--- src/rtl/lane_vrf_write_port.sv ---
// lane_vrf_write_port: stage-3 VRF write receiver with a single-ported word bank.
// Optional macro LANE_VRF_WRITE_BYPASS_EN enables byte-merge forwarding to reads.
module lane_vrf_write_port #(
    parameter int ENTRIES      = 32,
    parameter int DATA_W       = 32,
    parameter int IDX_W        = 3,
    parameter int STARVE_LIMIT = 4
) (
    input  logic                       clock,
    input  logic                       reset,
    output logic                       vrfWriteRequest_ready,
    input  logic                       vrfWriteRequest_valid,
    input  logic [$clog2(ENTRIES)-1:0] vrfWriteRequest_bits_vd,
    input  logic [DATA_W/8-1:0]        vrfWriteRequest_bits_mask,
    input  logic [DATA_W-1:0]          vrfWriteRequest_bits_data,
    input  logic                       vrfWriteRequest_bits_last,
    input  logic [IDX_W-1:0]           vrfWriteRequest_bits_instructionIndex,
    input  logic                       readRequest_valid,
    output logic                       readRequest_ready,
    input  logic [$clog2(ENTRIES)-1:0] readRequest_bits_vd,
    output logic                       readResult_valid,
    output logic [DATA_W-1:0]          readResult_bits,
    output logic                       writeDone_valid,
    output logic [IDX_W-1:0]           writeDone_bits_instructionIndex,
    output logic [(1<<IDX_W)-1:0]      instructionWriting
);

    localparam int VD_W   = $clog2(ENTRIES);
    localparam int MASK_W = DATA_W / 8;
    localparam int NI     = 1 << IDX_W;
    localparam int SW     = $clog2(STARVE_LIMIT + 1);

    logic              w_valid_q;
    logic [VD_W-1:0]   w_vd_q;
    logic [MASK_W-1:0] w_mask_q;
    logic [DATA_W-1:0] w_data_q;
    logic              w_last_q;
    logic [IDX_W-1:0]  w_idx_q;

    logic [SW-1:0]     s_q;
    logic [SW-1:0]     s_d;

    logic [DATA_W-1:0] bank_q [ENTRIES];

    logic              read_acc;
    logic              commit;
    logic              starved;
    logic              accept;
    logic [DATA_W-1:0] rd_data_d;

    // Arbitration: reads win the bank port unless the pending write has starved
    always_comb begin
        starved           = (s_q == SW'(STARVE_LIMIT));
`ifdef LANE_VRF_WRITE_BYPASS_EN
        readRequest_ready = !starved;
`else
        readRequest_ready = !starved &&
                            !(w_valid_q && (w_vd_q == readRequest_bits_vd));
`endif
        read_acc              = readRequest_valid && readRequest_ready;
        commit                = w_valid_q && !read_acc;
        vrfWriteRequest_ready = !w_valid_q || commit;
        accept                = vrfWriteRequest_valid && vrfWriteRequest_ready;
        instructionWriting    = w_valid_q ? (NI'(1) << w_idx_q) : '0;
    end

    // Read data path: bank word, optionally merged with the pending write bytes
    always_comb begin
        rd_data_d = bank_q[readRequest_bits_vd];
`ifdef LANE_VRF_WRITE_BYPASS_EN
        for (int b = 0; b < MASK_W; b++) begin
            if (w_valid_q && (w_vd_q == readRequest_bits_vd) && w_mask_q[b]) begin
                rd_data_d[8*b +: 8] = w_data_q[8*b +: 8];
            end
        end
`endif
    end

    // Starvation counter next state: count blocked cycles, clear on commit/empty
    always_comb begin
        s_d = s_q;
        if (!w_valid_q || commit) begin
            s_d = '0;
        end else if (s_q != SW'(STARVE_LIMIT)) begin
            s_d = s_q + 1'b1;
        end
    end

    // Pending write register and starvation counter
    always_ff @(posedge clock or negedge reset) begin
        if (!reset) begin
            w_valid_q <= 1'b0;
            w_vd_q    <= '0;
            w_mask_q  <= '0;
            w_data_q  <= '0;
            w_last_q  <= 1'b0;
            w_idx_q   <= '0;
            s_q       <= '0;
        end else begin
            s_q <= s_d;
            if (accept) begin
                w_valid_q <= 1'b1;
                w_vd_q    <= vrfWriteRequest_bits_vd;
                w_mask_q  <= vrfWriteRequest_bits_mask;
                w_data_q  <= vrfWriteRequest_bits_data;
                w_last_q  <= vrfWriteRequest_bits_last;
                w_idx_q   <= vrfWriteRequest_bits_instructionIndex;
            end else if (commit) begin
                w_valid_q <= 1'b0;
            end
        end
    end

    // Bank storage with byte-masked commit
    always_ff @(posedge clock or negedge reset) begin
        if (!reset) begin
            for (int i = 0; i < ENTRIES; i++) begin
                bank_q[i] <= '0;
            end
        end else if (commit) begin
            for (int b = 0; b < MASK_W; b++) begin
                if (w_mask_q[b]) begin
                    bank_q[w_vd_q][8*b +: 8] <= w_data_q[8*b +: 8];
                end
            end
        end
    end

    // Registered read result and completion pulse
    always_ff @(posedge clock or negedge reset) begin
        if (!reset) begin
            readResult_valid                <= 1'b0;
            readResult_bits                 <= '0;
            writeDone_valid                 <= 1'b0;
            writeDone_bits_instructionIndex <= '0;
        end else begin
            readResult_valid <= read_acc;
            if (read_acc) begin
                readResult_bits <= rd_data_d;
            end
            writeDone_valid <= commit && w_last_q;
            if (commit && w_last_q) begin
                writeDone_bits_instructionIndex <= w_idx_q;
            end
        end
    end

endmodule

--- config.mk ---
export PLATFORM = sky130hd
export DESIGN_NAME = lane_vrf_write_port
export DESIGN_NICKNAME = d
export VERILOG_FILES = /design/src/rtl/lane_vrf_write_port.sv
export SDC_FILE = /design/constraint.sdc
export NUM_CORES = 2
export LEC_CHECK = 0
export ABC_AREA = 1
export CAP_MARGIN = 40
export CORE_ASPECT_RATIO = 0.75
export CORE_MARGIN = 4
export CORE_UTILIZATION = 42
export CTS_CLUSTER_DIAMETER = 60
export DETAILED_ROUTE_END_ITERATION = 7
export HOLD_SLACK_MARGIN = 0.15
export PLACE_DENSITY = 0.66
export SETUP_SLACK_MARGIN = 0.05
export SYNTH_ARGS = -nofsm -noshare
export SYNTH_HDL_FRONTEND = slang
export SYNTH_SLANG_ARGS = --single-unit
--- constraint.sdc ---
create_clock -name clock -period 2.13 [get_ports clock]
set_input_delay 0.426 -clock clock [delete_from_list [all_inputs] [get_ports clock]]
set_output_delay 0.426 -clock clock [all_outputs]
set_load 0.05 [all_outputs]
Word-level counts from Yosys, hierarchy flattened
Index checks and enable logic that the tools add are counted.

Bits in registers: 1110. Output and inout bits: 47.

Bitwise gates (word level): 2. Shift-type cells: 1. Equal/unequal tests: 3. $add $sub $neg: 1. Muxes and demuxes: 27. Magnitude comparators: 3. Reductions and logical operators: 14.

Operator list (count): 1024-bit two-way mux (7); 1024-bit bitwise mux (4); 32-bit demux with 5-bit select (4); 32-bit binary-select mux with 5-bit select (1); 32-bit two-way mux (3); 24-bit two-way mux (1); 16-bit two-way mux (1); 8-bit two-way mux (2); 6-bit >= comparator (second input constant) (2); 5-bit NOT with 6-bit output (2); 1-bit by 3-bit left shift with 8-bit output (first input constant) (1); 1-bit logical AND (7); 6-bit by 1-bit < comparator with 1-bit output (second input constant) (1); 3-bit two-way mux (2); 5-bit equality test (1); 1-bit logical NOT (4); 2-bit nonzero test (2); 3-bit by 1-bit adder with 3-bit output (second input constant) (1); 3-bit equality test (second input constant) (1); 3-bit != test (second input constant) (1); 1-bit two-way mux (2); 1-bit logical OR (1).

Depth between registers and ports, before layout
Word-level depth: 16. Depth in mapped cells: 13. Depth with buffers taken out: 11.

Least setup slack after synthesis
OpenSTA, ideal clock, no wires.

Path kind: input-to-output. Start: in readRequest_bits_vd[4]. End: out vrfWriteRequest_ready. Data required time: 1.704 ns. Stages: 10. Path buffers: 2. Path slack: -0.158 ns. Arrival time: 1.862 ns. Cells stage by stage: buf_2 > inv_2 > nand2_1 > nand2_1 > nor2_1 > nand3_1 > nand3_2 > inv_2 > nand2_1 > clkbuf_1.

Word-level cells in the longest chain between the ends: 8.

Ends and longest elaborated chain: from (decl) (RTL line 20) `input logic [$clog2(ENTRIES)-1:0] readRequest_bits_vd,`; 5-bit equality test (RTL line 58) `!(w_valid_q && (w_vd_q == readRequest_bits_vd));`; 1-bit logical AND (RTL line 58); 1-bit logical NOT (RTL line 58); 1-bit logical AND (RTL line 57) `readRequest_ready = !starved &&`; 1-bit logical AND (RTL line 60) `read_acc = readRequest_valid && readRequest_ready;`; 1-bit logical NOT (RTL line 61) `commit = w_valid_q && !read_acc;`; 1-bit logical AND (RTL line 61); 1-bit logical OR (RTL line 62) `vrfWriteRequest_ready = !w_valid_q || commit;`; to (decl) (RTL line 11) `output logic vrfWriteRequest_ready,`.

No other way between the ends.

Final worst setup path
Start: reg w_valid_q. End: out vrfWriteRequest_ready.

Word-level cells in the longest chain between the ends: 7.

Ends and longest elaborated chain: from (decl) (RTL line 33) `logic w_valid_q;`; from (signal assigned) (RTL line 92) `w_valid_q <= 1'b0;`; from (signal assigned) (RTL line 102) `w_valid_q <= 1'b1;`; from (signal assigned) (RTL line 109) `w_valid_q <= 1'b0;`; 1-bit logical AND (RTL line 58); 1-bit logical NOT (RTL line 58); 1-bit logical AND (RTL line 57); 1-bit logical AND (RTL line 60); 1-bit logical NOT (RTL line 61); 1-bit logical AND (RTL line 61); 1-bit logical OR * (RTL line 62).

Mark *: on every way between the ends. The rest lies on a longest branch, timed or not.

==> flow_summary.yaml <==
status:
  outcome: "finished with violations"
  failed_checks: "design-rule violations, negative setup slack"
die:
  placementRows: 114
  die_area_sq_mm: 0.1354
  num_io_pins: 101
  core-area_sq_mm: 0.1288
  initial_core_util: 0.4224
  die_x_microns: 423.6
  fp.dieH_microns: 319.7
synthesis:
  synthCells: 7478
  synth_top_area_frac: 0.5105
  syn-cell-area_sq_mm: 0.05441
  avgSynthCellArea_sq_um: 7.275
  synth.area.top_cells: "dfrtp_1 51%, nand2_1 30%, nand3_1 11%, clkbuf_1 2.3%, nor2_4 1.9%"
  ys_types: 20
  yosysSeqAreaShare: 0.5105
  ys_ff_latch: 1110
  synth_nets: 7534
  ys_warn_count: 0
  synth.largest_area_cell: "dfrtp_1"
worst_setup_path:
  arrival_ns: 2.04
  worstPathRequired_ns: 1.70
  crit_type: "reg -> out"
  endpoint_kind: "primary output"
  cp_max_fo: 3
  start_kind: "flop"
placement:
  post-place-ws_ns: -0.3347
  routabilityCongestion: 0.9513
  io_buffers: 100
  hpwl_microns: 131400
finish:
  layout-drive-gt1-share: 0.1270
  syn2layout_area_growth_pct: 21.87
  nets: 7859
  fin_util: 0.5148
pwr:
  ir_drop_v: 0.0006801
  p_clk_frac: 0.363
  fin_total_pwr_uw: 58960
  switching_share: 0.3150
  switchingPower_uw: 18570
  p_seq_frac: 0.436
  p_leak_uw: 0.03421
  powerDensity_mw_per_mm2: 889.2
  p_comb_frac: 0.201
  p_int_uw: 40390
cts:
  clk_latency_ns: 0.74
  htree_levels: 3
  cts_tree: "built"
  cts.reportedPaths.clkPinSlew_ns: 0.07
  cts_buffer_depth: 3
  cts-root-buf: "clkbuf_16"
  cts_inserted_buffers: 110
  cts.sinks: 1110
timing:
  maxSlewViolCount: 0
  setup_slack_ns: -0.3369
  max_freq_mhz: 405.4
  worst-slew-pin-transition_ns: 0.7626
  finalCritPeriodShare: 1.158
  slew_headroom: 0.4916
  setup_violations: 1065
  clock_skew_ns: 0.03450
  rsz0062_at_grt: "yes"
  fin_crit_ns: 2.467
  finalHoldViolations: 0
global_route:
  grt_max_degree: 104
  overflow: 0
  grt_usage: 0.2956
  grt_pass1_vias: 50428
  antenna_found_initial: 1
  grt_first_pass_wirelength_microns: 310200
routing:
  vias_per_cell: 5.514
  drtAntennaViolNets: 0
  dr.first_iter.drc_count: 7001
  routed_wirelength_microns: 202500
  post_drt_wl_per_cell_microns: 21.01
  drt_first_pass_iters: 8
  remaining_drc_errors: 11
  vias: 53150
flow_run:
  maxCapViolCount: 0
min_path:
  hold_path.class: "in -> reg"
==> cells in the mapped netlist <==
cell type  instances
clkinv_1           8
dfrtp_1         1110
nand3_1         1170
nand3_2            1
nand2_2           14
nand4_1           96
nand2_1         4308
o21ai_0            3
clkbuf_1         337
inv_2             28
buf_2             62
xnor2_1            1
nor2_2            23
nor3_1            73
ha_1               2
inv_1             29
buf_1             41
nor2_1            68
nor2_4            90
buf_4             14
==> worst max-delay path: stages (launching register included) <==
cell     delay [ns]
dfrtp_4        0.53
nand2_2        0.11
nor2_4         0.05
nand3_4        0.09
nand3_4        0.09
buf_12         0.14
inv_6          0.06
nand2_8        0.07
buf_8          0.16
==> path summary, 6_finish.rpt <==
check / start / to / slack, ns / cells after the start
setup / recovery: w_valid_q$_DFFE_PN0P_ / vrfWriteRequest_ready / -0.34 / 8
hold / removal: vrfWriteRequest_bits_instructionIndex[0] / w_idx_q[0]$_DFFE_PN0P_ / 0.24 / 3
setup reg to reg: w_valid_q$_DFFE_PN0P_ / bank_q[468]$_DFFE_PN0P_ / -0.29 / 9
hold reg to reg: bank_q[285]$_DFFE_PN0P_ / bank_q[285]$_DFFE_PN0P_ / 0.47 / 2
max in group asynchronous: reset / bank_q[128]$_DFFE_PN0P_ / 1.03 / 4
min in group asynchronous: reset / bank_q[556]$_DFFE_PN0P_ / 0.33 / 3
==> cell type report <==
cell class | instances | area (sq um)
timing repair inverter | 1 | 11.26
clock inverter | 49 | 676.9
sequential | 1110 | 27780
timing repair buffer | 665 | 7131
clock buffer | 158 | 3268
tap | 1740 | 2177
multi-input combinational | 5850 | 24970
inverter | 65 | 284.0
antenna | 1 | 2.502
fill | 12108 | 62500
==> metrics by stage <==
step           instance area (sq um)  std cells  TNS [ns]  hold slack [ns]
2_1_floorplan                  54410       7478   -0.4354           0.1304
4_1_cts                        66190       9631   -190.89           0.2096
3_3_place_gp                   60660       9362   -101.87           0.4474
5_1_grt                        66300       9639   -168.87           0.2391
3_5_place_dp                   60680       9363   -126.18           0.4512
6_report                       66300       9639   -127.94           0.2427
==> power by group through the flow <==
| stage | Clock, uW | Combinational (uW) | Sequential, uW |
|---|---|---|---|
| global placement | 0 | 10700 | 25900 |
| global route | 22500 | 12800 | 26000 |
| floorplan | 0 | 6180 | 25900 |
| finish | 21400 | 11800 | 25700 |
| CTS | 21600 | 11600 | 25700 |
| detailed placement | 0 | 10900 | 26000 |
==> flip-flops by register name (all words and copies together), names as in the netlist, 3 cells and up <==
| signal | count |
|---|---|
| s_q | 3 |
| w_idx_q | 3 |
| w_mask_q | 4 |
| writeDone_bits_instructionIndex | 3 |
| w_vd_q | 5 |
| readResult_bits | 32 |
| bank_q | 1024 |
| w_data_q | 32 |
==> cells by family (layout without fill, tap and decap cells) <==
family | after synthesis | after routing | synth area share
and+or+nand+nor | 5843 | 5844 | 0.4504
DFF | 1110 | 1110 | 0.5105
buffers and inverters | 519 | 938 | 0.03820
AOI/OAI and AO/OA | 3 | 3 | 0.0002759
adders and majority gates | 2 | 2 | 0.0004599
xor gates and xnor gates | 1 | 1 | 0.0001610
other | 0 | 1 | 0
==> routing by layer <==
layer	track usage	up-vias	wire length [microns]
li1	-	24330	-
met1	0.4257	25411	85110
met2	0.4175	2893	83010
met3	0.08263	514	24060
met4	0.1236	2	10090
met5	0	-	186
==> cells in the final DEF, fill, tap and decap left out, types with 4 or more instances in the layout <==
cell	n
nand2_2	42
buf_6	32
dlygate4sd2_1	8
nor2_1	50
inv_2	25
inv_6	5
clkinv_1	8
buf_8	9
dfrtp_1	1109
clkbuf_8	26
nand4_1	96
nand3_4	6
clkbuf_16	114
clkdlybuf4s15_2	8
nand2_8	7
inv_1	25
clkdlybuf4s15_1	20
buf_12	101
bufbuf_16	4
bufinv_16	15
nor3_1	72
clkinv_2	20
clkinv_4	4
nor2_2	23
buf_4	413
clkinvlp_4	7
buf_16	19
nand2_1	4272
nand3_1	1163
clkdlybuf4s50_1	46
nor2_4	108
clkbuf_1	19
==> repair_timing <==
action,4_1_cts,5_1_grt
pin swaps,37,20
endpoints found under the setup margin,475,1119
endpoints found under the hold margin,946,0
hold buffers,1,0
gates resized for setup,232,16
gates cloned,21,0
buffers inserted,39,10
Power figures use the tool's default switching activity.
